===== src/rtl/alu_pkg.sv =====
// Shared opcode/state encodings for the bit-serial slice ALU.
package alu_pkg;

    localparam int unsigned SLICE_W_DEFAULT = 4;

    typedef enum logic [2:0] {
        OP_CLR = 3'b000,
        OP_BMA = 3'b001,
        OP_AMB = 3'b010,
        OP_ADD = 3'b011,
        OP_XOR = 3'b100,
        OP_OR  = 3'b101,
        OP_AND = 3'b110,
        OP_SET = 3'b111
    } op_e;

    typedef enum logic [1:0] {
        ST_IDLE = 2'b00,
        ST_RUN  = 2'b01,
        ST_DONE = 2'b10
    } state_e;

    function automatic logic is_arith(input op_e op);
        return op inside {OP_BMA, OP_AMB, OP_ADD};
    endfunction

endpackage


===== src/rtl/alu_slice.sv =====
// Combinational SLICE_W-bit ALU slice; carry/generate/propagate are raw and
// only meaningful for arithmetic opcodes.
module alu_slice
    import alu_pkg::*;
#(
    parameter int unsigned SLICE_W = SLICE_W_DEFAULT
) (
    input  logic [SLICE_W-1:0] i_a,
    input  logic [SLICE_W-1:0] i_b,
    input  op_e                i_op,
    input  logic               i_cin,
    output logic [SLICE_W-1:0] o_f,
    output logic               o_cout,
    output logic               o_c_msb,
    output logic               o_g,
    output logic               o_p
);

    logic [SLICE_W-1:0] w_x;
    logic [SLICE_W-1:0] w_y;
    logic [SLICE_W:0]   w_sum;

    always_comb begin
        w_x = i_a;
        w_y = i_b;
        unique case (i_op)
            OP_BMA: begin
                w_x = i_b;
                w_y = ~i_a;
            end
            OP_AMB:  w_y = ~i_b;
            default: ;
        endcase
    end

    assign w_sum   = {1'b0, w_x} + {1'b0, w_y} + {{SLICE_W{1'b0}}, i_cin};
    assign o_cout  = w_sum[SLICE_W];
    // Carry into the MSB recovered from the MSB sum bit.
    assign o_c_msb = w_sum[SLICE_W-1] ^ w_x[SLICE_W-1] ^ w_y[SLICE_W-1];
    // x + y overflows with no carry-in exactly when x > ~y.
    assign o_g     = (w_x > ~w_y);
    assign o_p     = &(w_x ^ w_y);

    always_comb begin
        o_f = '0;
        unique case (i_op)
            OP_CLR:                 o_f = '0;
            OP_BMA, OP_AMB, OP_ADD: o_f = w_sum[SLICE_W-1:0];
            OP_XOR:                 o_f = i_a ^ i_b;
            OP_OR:                  o_f = i_a | i_b;
            OP_AND:                 o_f = i_a & i_b;
            OP_SET:                 o_f = '1;
            default:                o_f = '0;
        endcase
    end

endmodule


===== src/rtl/slice_alu_seq.sv =====
// Sequential ALU: latches an operation, processes one slice per cycle LSB
// first, then presents the full-width result with a valid/ready handshake.
module slice_alu_seq
    import alu_pkg::*;
#(
    parameter int unsigned SLICES  = 4,
    parameter int unsigned SLICE_W = SLICE_W_DEFAULT
) (
    input  logic                      clk,
    input  logic                      rst,
    input  logic                      in_valid,
    output logic                      in_ready,
    input  logic [SLICES*SLICE_W-1:0] a,
    input  logic [SLICES*SLICE_W-1:0] b,
    input  logic [2:0]                s,
    input  logic                      cin,
    output logic                      out_valid,
    input  logic                      out_ready,
    output logic [SLICES*SLICE_W-1:0] f,
    output logic                      cout,
    output logic                      ovf,
    output logic                      zero,
    output logic                      g,
    output logic                      p
);

    localparam int unsigned W        = SLICES * SLICE_W;
    localparam int unsigned IDX_W    = (SLICES > 1) ? $clog2(SLICES) : 1;
    localparam logic [IDX_W-1:0] LAST_IDX = IDX_W'(SLICES - 1);

    state_e           r_state;
    logic [IDX_W-1:0] r_idx;
    logic [W-1:0]     r_a;
    logic [W-1:0]     r_b;
    logic [W-1:0]     r_res;
    op_e              r_op;
    logic             r_carry;
    logic             r_g;
    logic             r_p;

    logic [W-1:0]     r_f;
    logic             r_cout;
    logic             r_ovf;
    logic             r_zero;
    logic             r_go;
    logic             r_po;

    logic               w_accept;
    logic               w_last;
    logic               w_arith;
    logic [SLICE_W-1:0] w_slice_f;
    logic               w_cout;
    logic               w_c_msb;
    logic               w_sg;
    logic               w_sp;
    logic [W-1:0]       w_res_next;
    logic               w_g_next;
    logic               w_p_next;

    alu_slice #(
        .SLICE_W (SLICE_W)
    ) u_slice (
        .i_a     (r_a[SLICE_W-1:0]),
        .i_b     (r_b[SLICE_W-1:0]),
        .i_op    (r_op),
        .i_cin   (r_carry),
        .o_f     (w_slice_f),
        .o_cout  (w_cout),
        .o_c_msb (w_c_msb),
        .o_g     (w_sg),
        .o_p     (w_sp)
    );

    assign in_ready = (r_state == ST_IDLE) || ((r_state == ST_DONE) && out_ready);
    assign w_accept = in_valid && in_ready;
    assign w_last   = (r_idx == LAST_IDX);
    assign w_arith  = is_arith(r_op);

    // New slice enters at the top; after SLICES shifts the word is aligned.
    assign w_res_next = (r_res >> SLICE_W) | (W'(w_slice_f) << (W - SLICE_W));
    assign w_g_next   = w_sg | (w_sp & r_g);
    assign w_p_next   = w_sp & r_p;

    always_ff @(posedge clk) begin
        if (rst) begin
            r_state <= ST_IDLE;
            r_idx   <= '0;
            r_a     <= '0;
            r_b     <= '0;
            r_res   <= '0;
            r_op    <= OP_CLR;
            r_carry <= 1'b0;
            r_g     <= 1'b0;
            r_p     <= 1'b0;
            r_f     <= '0;
            r_cout  <= 1'b0;
            r_ovf   <= 1'b0;
            r_zero  <= 1'b0;
            r_go    <= 1'b0;
            r_po    <= 1'b0;
        end else if (w_accept) begin
            r_state <= ST_RUN;
            r_idx   <= '0;
            r_a     <= a;
            r_b     <= b;
            r_op    <= op_e'(s);
            r_carry <= cin;
            r_g     <= 1'b0;
            r_p     <= 1'b1;
        end else begin
            unique case (r_state)
                ST_RUN: begin
                    r_a     <= r_a >> SLICE_W;
                    r_b     <= r_b >> SLICE_W;
                    r_res   <= w_res_next;
                    r_carry <= w_cout;
                    r_g     <= w_g_next;
                    r_p     <= w_p_next;
                    r_idx   <= r_idx + IDX_W'(1);
                    if (w_last) begin
                        r_state <= ST_DONE;
                        r_f     <= w_res_next;
                        r_zero  <= (w_res_next == '0);
                        r_cout  <= w_arith & w_cout;
                        r_ovf   <= w_arith & (w_c_msb ^ w_cout);
                        r_go    <= w_arith & w_g_next;
                        r_po    <= w_arith & w_p_next;
                    end
                end
                ST_DONE: begin
                    if (out_ready) r_state <= ST_IDLE;
                end
                ST_IDLE: ;
                default: r_state <= ST_IDLE;
            endcase
        end
    end

    assign out_valid = (r_state == ST_DONE);
    assign f         = r_f;
    assign cout      = r_cout;
    assign ovf       = r_ovf;
    assign zero      = r_zero;
    assign g         = r_go;
    assign p         = r_po;

endmodule


===== config.mk =====
export PLATFORM = sky130hd
export DESIGN_NAME = slice_alu_seq
export DESIGN_NICKNAME = d
export VERILOG_FILES = /design/src/rtl/alu_pkg.sv /design/src/rtl/alu_slice.sv /design/src/rtl/slice_alu_seq.sv
export SDC_FILE = /design/constraint.sdc
export NUM_CORES = 1
export LEC_CHECK = 0
export BUFFER_PORTS_ARGS = -buffer_cell sky130_fd_sc_hd__buf_4
export CAP_MARGIN = 20
export CELL_PAD_IN_SITES_DETAIL_PLACEMENT = 1
export CELL_PAD_IN_SITES_GLOBAL_PLACEMENT = 2
export CORE_MARGIN = 1.5
export CORE_UTILIZATION = 29
export CTS_CLUSTER_DIAMETER = 50
export DETAILED_ROUTE_END_ITERATION = 6
export PLACE_DENSITY = 0.83
export REMOVE_ABC_BUFFERS = 1
export SETUP_SLACK_MARGIN = 0.5
export SKIP_LAST_GASP = 1
export SLEW_MARGIN = 20
export SYNTH_ARGS = -nofsm -noshare
export SYNTH_HDL_FRONTEND = slang
export SYNTH_SLANG_ARGS = --single-unit

===== constraint.sdc =====
create_clock -name clk -period 2.7 [get_ports clk]
set_clock_uncertainty 0.05 [all_clocks]
set_input_delay 0.54 -clock clk [delete_from_list [all_inputs] [get_ports clk]]
set_output_delay 0.54 -clock clk [all_outputs]
set_load 0.02 [all_outputs]

**After elaboration in Yosys (flattened, before gate mapping)**

Cells that the tools add are included.

- Register bits after elaboration: 79

- $add $sub $neg: 3
- Magnitude comparators: 1
- Eq/ne operators: 15
- Mux-type cells: 15
- Bitwise logic cells: 20
- Reduce and logical (&&, ||, !) cells: 15

Operators with widths:

| operator | number |
|---|---|
| 2-to-1 mux 16 bit | 4 |
| one-hot mux 4 bit (6 select lines) | 1 |
| logical NOT 16 bit | 1 |
| OR 12 x 16 -> 16 bit | 1 |
| == test 3 bit (second input constant) | 4 |
| NOT 4 bit | 3 |
| AND reduction 3 bit | 3 |
| one-hot mux 4 bit (2 select lines) | 1 |
| bitwise XOR 4 bit | 2 |
| bitwise AND 1 bit | 6 |
| == test 3 x 2 -> 1 bit (second input constant) | 2 |
| one-hot mux 2 bit (3 select lines) | 1 |
| adder 4 x 4 -> 5 bit | 1 |
| adder 5 x 1 -> 5 bit | 1 |
| 2-to-1 mux 1 bit | 5 |
| bitwise AND 4 bit | 1 |
| == test 2 bit (second input constant) | 2 |
| greater-than comparator 4 bit | 1 |
| 2-to-1 mux 2 bit | 2 |
| 2-to-1 mux 4 bit | 1 |
| != test 2 bit (second input constant) | 2 |
| OR 4 bit | 1 |
| AND reduction 4 bit | 1 |
| == test 3 x 1 -> 1 bit (second input constant) | 1 |
| other kinds (17) | 21 |

**Longest topological paths before layout**

Gate-level depths: netlist (run 1).

- Depth after elaboration: 8
- Gate-level depth with buffers: 13
- Mapped depth without buffers: 12

**Hierarchy**

Synthesis (run 1) repeated with hierarchy kept, for this count alone.

- Cell total of the unflattened synthesis: 478
- Area total of the unflattened synthesis: 3,862.5 um^2

By module, submodules not included:

| module | times used | cells each | area an instance (um^2) |
|---|---|---|---|
| slice_alu_seq | 1 | 378 | 3,133.0 |
| alu_slice | 1 | 100 | 729.4 |

**Worst setup path before layout (run 1)**

OpenSTA, ideal clock, no wires.

- Path kind: register to register
- Start: reg r_op[1]
- End: reg r_ovf, in the netlist ovf
- Library setup time: 0.131 ns
- Arrival time: 2.692 ns
- Data required time: 2.519 ns
- Setup slack: -0.172 ns
- Stages on the path, launching flop included: 13
- Path buffers: 1
- Path through: dfxtp_1 buf_4 nor3b_4 nor2_1 a21o_1 fa_1 fa_1 a21o_1 a21oi_1 xnor2_1 xor3_1 nand2_1 a21oi_2

- Cells in the longest elaborated chain, start to end: 8

RTL lines:

| what | RTL line | RTL |
|---|---|---|
| from (decl) | slice_alu_seq.sv:36 | `op_e r_op;` |
| from (signal assigned) | slice_alu_seq.sv:106 | `r_op <= op_e'(s);` |
| == test 3 x 2 -> 1 bit or == test 3 x 1 -> 1 bit (tied branches) | alu_pkg.sv:24, alu_slice.sv:26 |  |
| one-hot mux 4 bit (2 select lines) or 2-to-1 mux 4 bit (tied branches) | alu_slice.sv:26 | `unique case (i_op)` |
| adder 4 x 4 -> 5 bit | alu_slice.sv:36 | `assign w_sum = {1'b0, w_x} + {1'b0, w_y} + {{SLICE_W{1'b0}}, i_cin};` |
| adder 5 x 1 -> 5 bit | alu_slice.sv:36 |  |
| bitwise XOR 1 bit (2 in a row) | alu_slice.sv:39 | `assign o_c_msb = w_sum[SLICE_W-1] ^ w_x[SLICE_W-1] ^ w_y[SLICE_W-1];` |
| bitwise XOR 1 bit | slice_alu_seq.sv:125 | `r_ovf <= w_arith & (w_c_msb ^ w_cout);` |
| bitwise AND 1 bit * | slice_alu_seq.sv:125 |  |
| to (signal assigned) | slice_alu_seq.sv:125 |  |
| to (decl) | slice_alu_seq.sv:43 | `logic r_ovf;` |

Mark *: on every way between the ends. The rest lies on a longest branch, timed or not.
A chain may end at the register's enable or synchronous reset.

**Final worst setup path (run 1)**

- Start: reg r_op[1]
- End: reg r_zero, in the netlist zero

- Cells in the longest elaborated chain, start to end: 7

RTL lines:

| what | RTL line | RTL |
|---|---|---|
| == test 3 x 2 -> 1 bit or == test 3 x 1 -> 1 bit (tied branches) | alu_slice.sv:26, alu_slice.sv:46 |  |
| one-hot mux 4 bit (2 select lines) or 2-to-1 mux 4 bit (tied branches) | alu_slice.sv:26 |  |
| adder 4 x 4 -> 5 bit | alu_slice.sv:36 |  |
| adder 5 x 1 -> 5 bit | alu_slice.sv:36 |  |
| one-hot mux 4 bit (6 select lines) * | alu_slice.sv:46 | `unique case (i_op)` |
| OR 12 x 16 -> 16 bit * | slice_alu_seq.sv:80 | `assign w_res_next = (r_res >> SLICE_W) \| (W'(w_slice_f) << (W - SLICE_W));` |
| logical NOT 16 bit * | slice_alu_seq.sv:123 | `r_zero <= (w_res_next == '0);` |
| to (signal assigned) | slice_alu_seq.sv:123 |  |
| to (decl) | slice_alu_seq.sv:44 | `logic r_zero;` |

Marked as above.

==> metrics.md, run 1 <==
| Metric | Value |
|---|---|
| Leakage | `1.91 nW` |
| GRT overflow | `0` |
| DR WL met3 | `322 um` |
| Setup crit start kind | `flop` |
| Cells after DPL | `635` |
| Power Dens Cells | `638 nW/um^2` |
| Ranking of synthesized cells by area | `dfxtp_1 (43%), nand2_1 (11%), a21oi_1 (9.4%), ha_1 (5.0%), a22oi_1 (3.9%)` |
| Fmax | `353 MHz` |
| Compound-cell area share of the yosys netlist | `22.1%` |
| Largest net degree at the start of global routing | `76` |
| Port-buffer cells | `62` |
| Clk buf depth | `2` |
| Worst path slowest cell | `fa_1` |
| Row Count | `39` |
| Die area | `12,800 um^2` |
| Setup TNS | `-0.354 ns` |
| Final hold violations | `0` |
| Most frequent cell after synthesis | `nand2_1` |
| Top sig layer | `met4` |
| Post-synthesis sequential area ratio | `42.8%` |
| Post-synth EDFFs | `0` |
| Clk root buf | `clkbuf_16` |
| Setup violators final | `4` |
| # DRC | `0` |
| Most used cell, CP | `a21oi_2` |
| Data arrival, critical path | `3.05 ns` |
| Final #Nets | `566` |
| Unrepaired setup endpoints after global routing | `true` |
| Critical Path Max Stage Delay | `0.44 ns` |
| Post-Synth Simple-Gate Area | `21.3%` |
| Sink Count | `75` |
| Worst slew margin | `46.5%` |
| DR iter-0 viols | `122` |
| Synthesis-stage register bit count | `75` |
| Worst setup EP type | `flop` |
| Worst vdd ir | `0.000347 V` |
| Non-Filler Instances | `658` |
| Distinct cells, synth | `45` |
| Final period utilization | `105%` |
| Top Ports | `63` |
| Tot Pwr | `0.00302 W` |
| Area leader, netlist | `dfxtp_1` |
| Post-synthesis xor/xnor area fraction | `1.68%` |
| Mean area per synthesized cell | `8.04 um^2` |
| Failing checks | `setup timing` |
| DP HPWL | `6990 um` |
| Async S/R FF share, synth | `0%` |
| Met2 WL | `4960 um` |
| Core Region | `11,600 um^2` |
| Synthesized cell area | `3500 um^2` |
| Post-synth top flop | `dfxtp_1` |
| Cts-stage hold buffer count | `0` |
| Yosys top cell area share | `42.8%` |
| Max-cap viol count | `0` |
| Ant diodes | `0` |
| Die extent in y | `113 um` |
| Largest family of logic cells by synthesized area | `compound AO/OA/AOI/OAI gates` |
| Fin. max-slew vios | `0` |
| Met1 wire length | `4890 um` |
| Routability congestion estimate | `0.856` |
| DR vias/cell | `5.07` |
| CP Max Fanout | `6` |
| Slew @ Worst Pin | `0.802 ns` |
| Status | `finished with violations` |
| Critical Path RT | `2.92 ns` |
| Hold WS | `0.396 ns` |
| Total track usage | `17.1%` |
| Vias in the first global route | `3,471` |
| Worst-skew pair later-pin latency | `0.33 ns` |
| Warnings, synthesis | `0` |
| First-pass GRT wire length | `17,400 um` |
| Hold path depth | `3` |
| Starting Density | `30.2%` |
| Area delta synth->final | `35.2%` |
| Final worst setup slack | `-0.136 ns` |
| Cells along the critical path | `or3b_4 -> o21ai_2 -> a21o_1 -> fa_2 -> fa_1 -> mux2_4 -> a22oi_2 -> nor2_2 -> a21oi_2 -> nand4b_1 -> a21oi_2` |
| Initial DRT Pass Iterations | `4` |
| Adder-Cell Fraction of Synth Area | `6.14%` |
| Routed Antenna Nets | `0` |
| Layout cells sized above 1 | `28.0%` |
| Hold crit path type | `input pin to flop` |
| Worst r2r path cells | `11` |
| Wire length per cell | `15.7 um` |
| WS Path Type | `flop to flop` |
| Worst-path clk slew | `0.06 ns` |
| Mapped Cells | `436` |
| WL final | `10,300 um` |
| H-tree levels | `3` |
| DR vias | `3,337` |
| Mux share of post-synthesis cell area | `0.893%` |
| Commonest cells post-synth | `nand2_1 (102), dfxtp_1 (75), a21oi_1 (66), nor2_1 (29), clkbuf_1 (23)` |
| Fin crit period | `2.84 ns` |
| Number of buffers created by CTS | `9` |
| CTS tree | `built` |
| Die width | `113 um` |
| Initial antenna violation count | `0` |
==> cell families after synthesis <==
kind of cell,after synthesis
simple gates,171
compound gates,122
flops,75
buf+inv,44
fa+ha+maj,16
xor+xnor,5
mux,3
==> report_power, final <==
| part | internal [W] | switching [W] |
|---|---|---|
| clock | 0.000788 | 0.000463 |
| combinational | 0.000275 | 0.000301 |
| sequential | 0.00116 | 0.0000407 |
==> through the flow <==
step	utilization, %	area [um^2]	setup slack [ns]
final	40.8	4740	-0.136
after global routing	40.8	4740	-0.265
after global placement	36.3	4220	-0.215
after floorplan	-	3370	-0.843
after CTS	40.3	4680	-0.0685
after detailed placement	36.3	4220	-0.357
==> worst max-delay path, delay by kind of cell (launching register included) <==
| family | cells | cell delay [ns] |
|---|---|---|
| compound gates | 5 | 0.73 |
| fa+ha+maj | 2 | 0.67 |
| flops | 1 | 0.40 |
| mux | 1 | 0.29 |
| simple gates | 3 | 0.62 |
==> what timing repair did <==
item                                    4_1_cts  5_1_grt
endpoints found under the setup margin       16       15
gates resized for setup                      30        8
setup buffers                                 3        4
pin swaps                                    13       11
==> state kept, by name, summed over array words and instances, names as in the netlist <==
register	count
r_a	16
r_p	1
r_op	3
r_state	2
ovf	1
zero	1
p	1
cout	1
f	16
g	1
r_carry	1
r_res	12
r_g	1
r_b	16
r_idx	2
==> cell type report <==
type | instances | area (um^2)
fillers | 1394 | 6870
well taps | 143 | 179
clock buffers | 12 | 267
flip-flops and latches | 75 | 1510
repair buffers | 95 | 721
multi-input cells | 317 | 1970
clock inverters | 4 | 47.5
inverters | 12 | 45.0
==> cells in the final DEF, fill, tap and decap left out, types with 3 or more instances in the layout <==
cell type    n
nor4_1       3
dfxtp_1     72
buf_4       93
clkbuf_16    9
a21o_1       6
nand2_1    102
a311oi_1     8
nor3_1       5
clkbuf_8     3
nand2b_1     4
a22oi_1     16
nor2b_1      6
a211oi_1     6
a21oi_1     60
a21oi_2      7
dfxtp_4      3
nand3_1     10
inv_1       12
o21ai_0      3
ha_1        12
nor2_1      27
==> layer usage <==
| metal | global-route usage, % | vias up |
|---|---|---|
| li1 | - | 1648 |
| met1 | 22.1 | 1625 |
| met2 | 28.5 | 50 |
| met3 | 3.37 | 14 |
| met4 | 5.92 | 0 |
| met5 | 0 | - |
==> path summary, 6_finish.rpt <==
kind	from	to	slack, ns
worst max register to register	r_op[1]	zero	-0.14
worst min-delay path	s[0]	r_op[0]	0.40
worst min register to register	r_a[10]	r_a[10]	0.40
worst max-delay path	r_op[1]	zero	-0.14
(Power assumes the default switching activity.)
==> inputs of run 2 (changes only) <==
--- a/config.mk
+++ b/config.mk
@@ -5,7 +5,7 @@
 export SDC_FILE = /design/constraint.sdc
 export NUM_CORES = 1
 export LEC_CHECK = 0
-export BUFFER_PORTS_ARGS = -buffer_cell sky130_fd_sc_hd__buf_4
+export BUFFER_PORTS_ARGS = -buffer_cell sky130_fd_sc_hd__buf_2
 export CAP_MARGIN = 20
 export CELL_PAD_IN_SITES_DETAIL_PLACEMENT = 1
 export CELL_PAD_IN_SITES_GLOBAL_PLACEMENT = 2
==> run 2 against run 1 <==
The flow still finishes with violations (setup timing). Routed wire length fell by 0.45%. Die area unchanged. Power fell by 4.1%. Worst setup slack improved by 0.0021 ns. Critical endpoint unchanged.
==> metrics.md, run 2 (synthesis gave the netlist of run 1 again) <==
| Metric | Value |
|---|---|
| Status | `finished with violations` |
| Failing checks | `setup timing` |
| Initial antenna violation count | `0 (unchanged)` |
| Most used cell, CP | `fa_2` |
| Max-cap viol count | `0 (unchanged)` |
| Die width | `113 um (unchanged)` |
| Most frequent cells in the layout | `nand2_1 (102), dfxtp_1 (72), buf_2 (62)` |
| Layout cells sized above 1 | `29.3% (+1.3 points)` |
| Starting Density | `30.2% (unchanged)` |
| Critical Path Max Stage Delay | `0.45 ns (about the same)` |
| Area delta synth->final | `32.6%` |
| Top Ports | `63 (unchanged)` |
| Total track usage | `16.5% (-0.58 points)` |
| Core Region | `11,600 um^2 (unchanged)` |
| Unrepaired setup endpoints after global routing | `true` |
| Sink Count | `75 (unchanged)` |
| Ant diodes | `0 (unchanged)` |
| Port-buffer cells | `62 (unchanged)` |
| Worst reg2reg path startpoint | `r_op[1]` |
| Worst vdd ir | `0.000292 V (-16%)` |
| Leakage | `1.89 nW (-0.70%)` |
| Dpl cell area | `4090 um^2 (-3.2%)` |
| Initial DRT Pass Iterations | `4 (unchanged)` |
| Row Count | `39 (unchanged)` |
| DR vias/cell | `5.07 (about the same)` |
| DR vias | `3,377 (+1.2%)` |
| Worst path slowest cell | `fa_2` |
| Final hold violations | `0 (unchanged)` |
| Fin. max-slew vios | `0 (unchanged)` |
| Hold WS | `0.388 ns (-0.00846 ns)` |
| Footprint of the multi-input gates | `1990 um^2 (+1.3%)` |
| Final period utilization | `105% (about the same)` |
| Number of buffers created by CTS | `9 (unchanged)` |
| Hold crit path type | `input pin to flop` |
| Clk root buf | `clkbuf_16` |
| CP Max Fanout | `6 (unchanged)` |
| Seq. cell area | `1510 um^2 (unchanged)` |
| Vias in the first global route | `3,400 (-2.0%)` |
| Critical Path RT | `2.91 ns (about the same)` |
| Fin crit period | `2.83 ns (-0.00211 ns)` |
| First-pass GRT wire length | `16,900 um (-2.5%)` |
| Fillers | `1,408 (+1.0%)` |
| # DRC | `0 (unchanged)` |
| Routed Antenna Nets | `0 (unchanged)` |
| CTS tree | `built` |
| Final worst setup slack | `-0.134 ns (+0.00211 ns)` |
| Routability congestion estimate | `0.843 (-1.5%)` |
| Min-delay src | `b[13]` |
| Tot Pwr | `0.00290 W (-4.1%)` |
| Critical path origin | `r_op[1]` |
| Placement Setup Slack | `-0.330 ns (+0.0270 ns)` |
| WL final | `10,300 um (-0.45%)` |
| Setup crit start kind | `flop` |
| Worst slew margin | `65.1% (+19 points)` |
| Data arrival, critical path | `3.05 ns (about the same)` |
| Final #Nets | `575 (+1.6%)` |
| Setup violators final | `4 (unchanged)` |
| Die extent in y | `113 um (unchanged)` |
| DR iter-0 viols | `121 (-0.82%)` |
| Largest net degree at the start of global routing | `76 (unchanged)` |
| DP HPWL | `6770 um (-3.2%)` |
| Design area | `4650 um^2 (-2.0%)` |
| GRT overflow | `0 (unchanged)` |
| H-tree levels | `3 (unchanged)` |
| Cts-stage hold buffer count | `0 (unchanged)` |
| Worst-path clk slew | `0.06 ns (about the same)` |
| Clk buf depth | `2 (unchanged)` |
| Worst setup EP type | `flop` |
| WS Path Type | `flop to flop` |
| Fmax | `353 MHz (about the same)` |
| Leading cell type in the layout, fill and taps excluded | `nand2_1` |
| Power Dens Cells | `624 nW/um^2 (-2.2%)` |
| Die area | `12,800 um^2 (unchanged)` |
| Cells along the critical path | `or2_2 -> o21ai_0 -> a21o_1 -> fa_2 -> fa_2 -> mux2_4 -> a22oi_2 -> nor2_1 -> a21oi_2 -> nand4b_1 -> a21oi_1` |
| Wire length per cell | `15.4 um (-1.6%)` |
| Slew @ Worst Pin | `0.523 ns (-0.280 ns)` |
| Worst-skew pair later-pin latency | `0.33 ns (about the same)` |
[run 2: cell types whose count changed in the layout (fill, tap and decap cells not counted), moves of 2 or more]
cell and delta:
a221oi_1 -2, a221oi_2 +2, buf_2 +62, buf_4 -56, buf_6 +2, clkbuf_1 +3, clkbuf_8 -2
[run 2: repair_timing]
item | CTS | global route
buffers inserted | 10 | 5
endpoints found under the setup margin | 16 | 16
cloned | 0 | 0
gates resized for setup | 24 | 20
pin swaps | 6 | 14
hold endpoints to repair | 0 | 0
[run 2: final cells by class]
cell class / instances / area share [%]
clock buffer: 13 / 5.39
timing repair buffer: 104 / 14.1
inverter: 12 / 0.970
tap: 143 / 3.85
sequential: 75 / 32.6
multi-input combinational: 317 / 42.9
clock inverter: 2 / 0.269
[run 2: routing by layer]
metal | GRT usage, % | part of all wire [%] | vias to the layer above
met5 | 0 | 0 | -
li1 | - | - | 1665
met4 | 6.25 | 1.6 | 0
met3 | 2.36 | 2.7 | 16
met1 | 22.1 | 47 | 1651
met2 | 27.1 | 48 | 45
[run 2: stage by stage]
stage               instances  TNS [ns]  utilization [%]
floorplan                 404    -11.64                -
global route              666     -1.00             40.0
CTS                       661    -0.175             38.8
detailed placement        636     -1.06             35.2
finish                    666    -0.450             40.0
global placement          636    -0.364             35.2
[run 2: worst paths after layout]
kind         endpoint  slack, ns  cells past startpoint
max              zero      -0.13                     11
min           r_b[13]       0.39                      3
max reg2reg      zero      -0.13                     11
min reg2reg         p       0.40                      2
[run 2: worst max-delay path, delay by kind of cell (launching register included)]
family	cells	cell delay [ns]
adders and majority gates	2	0.68
and+or+nand+nor	3	0.50
DFF	1	0.37
muxes	1	0.29
AOI/OAI and AO/OA	5	0.89
[run 2: report_power, final]
group          internal, W  switching (W)
clock             0.000641       0.000444
combinational     0.000298       0.000320
sequential         0.00116      0.0000407
total              0.00210       0.000805
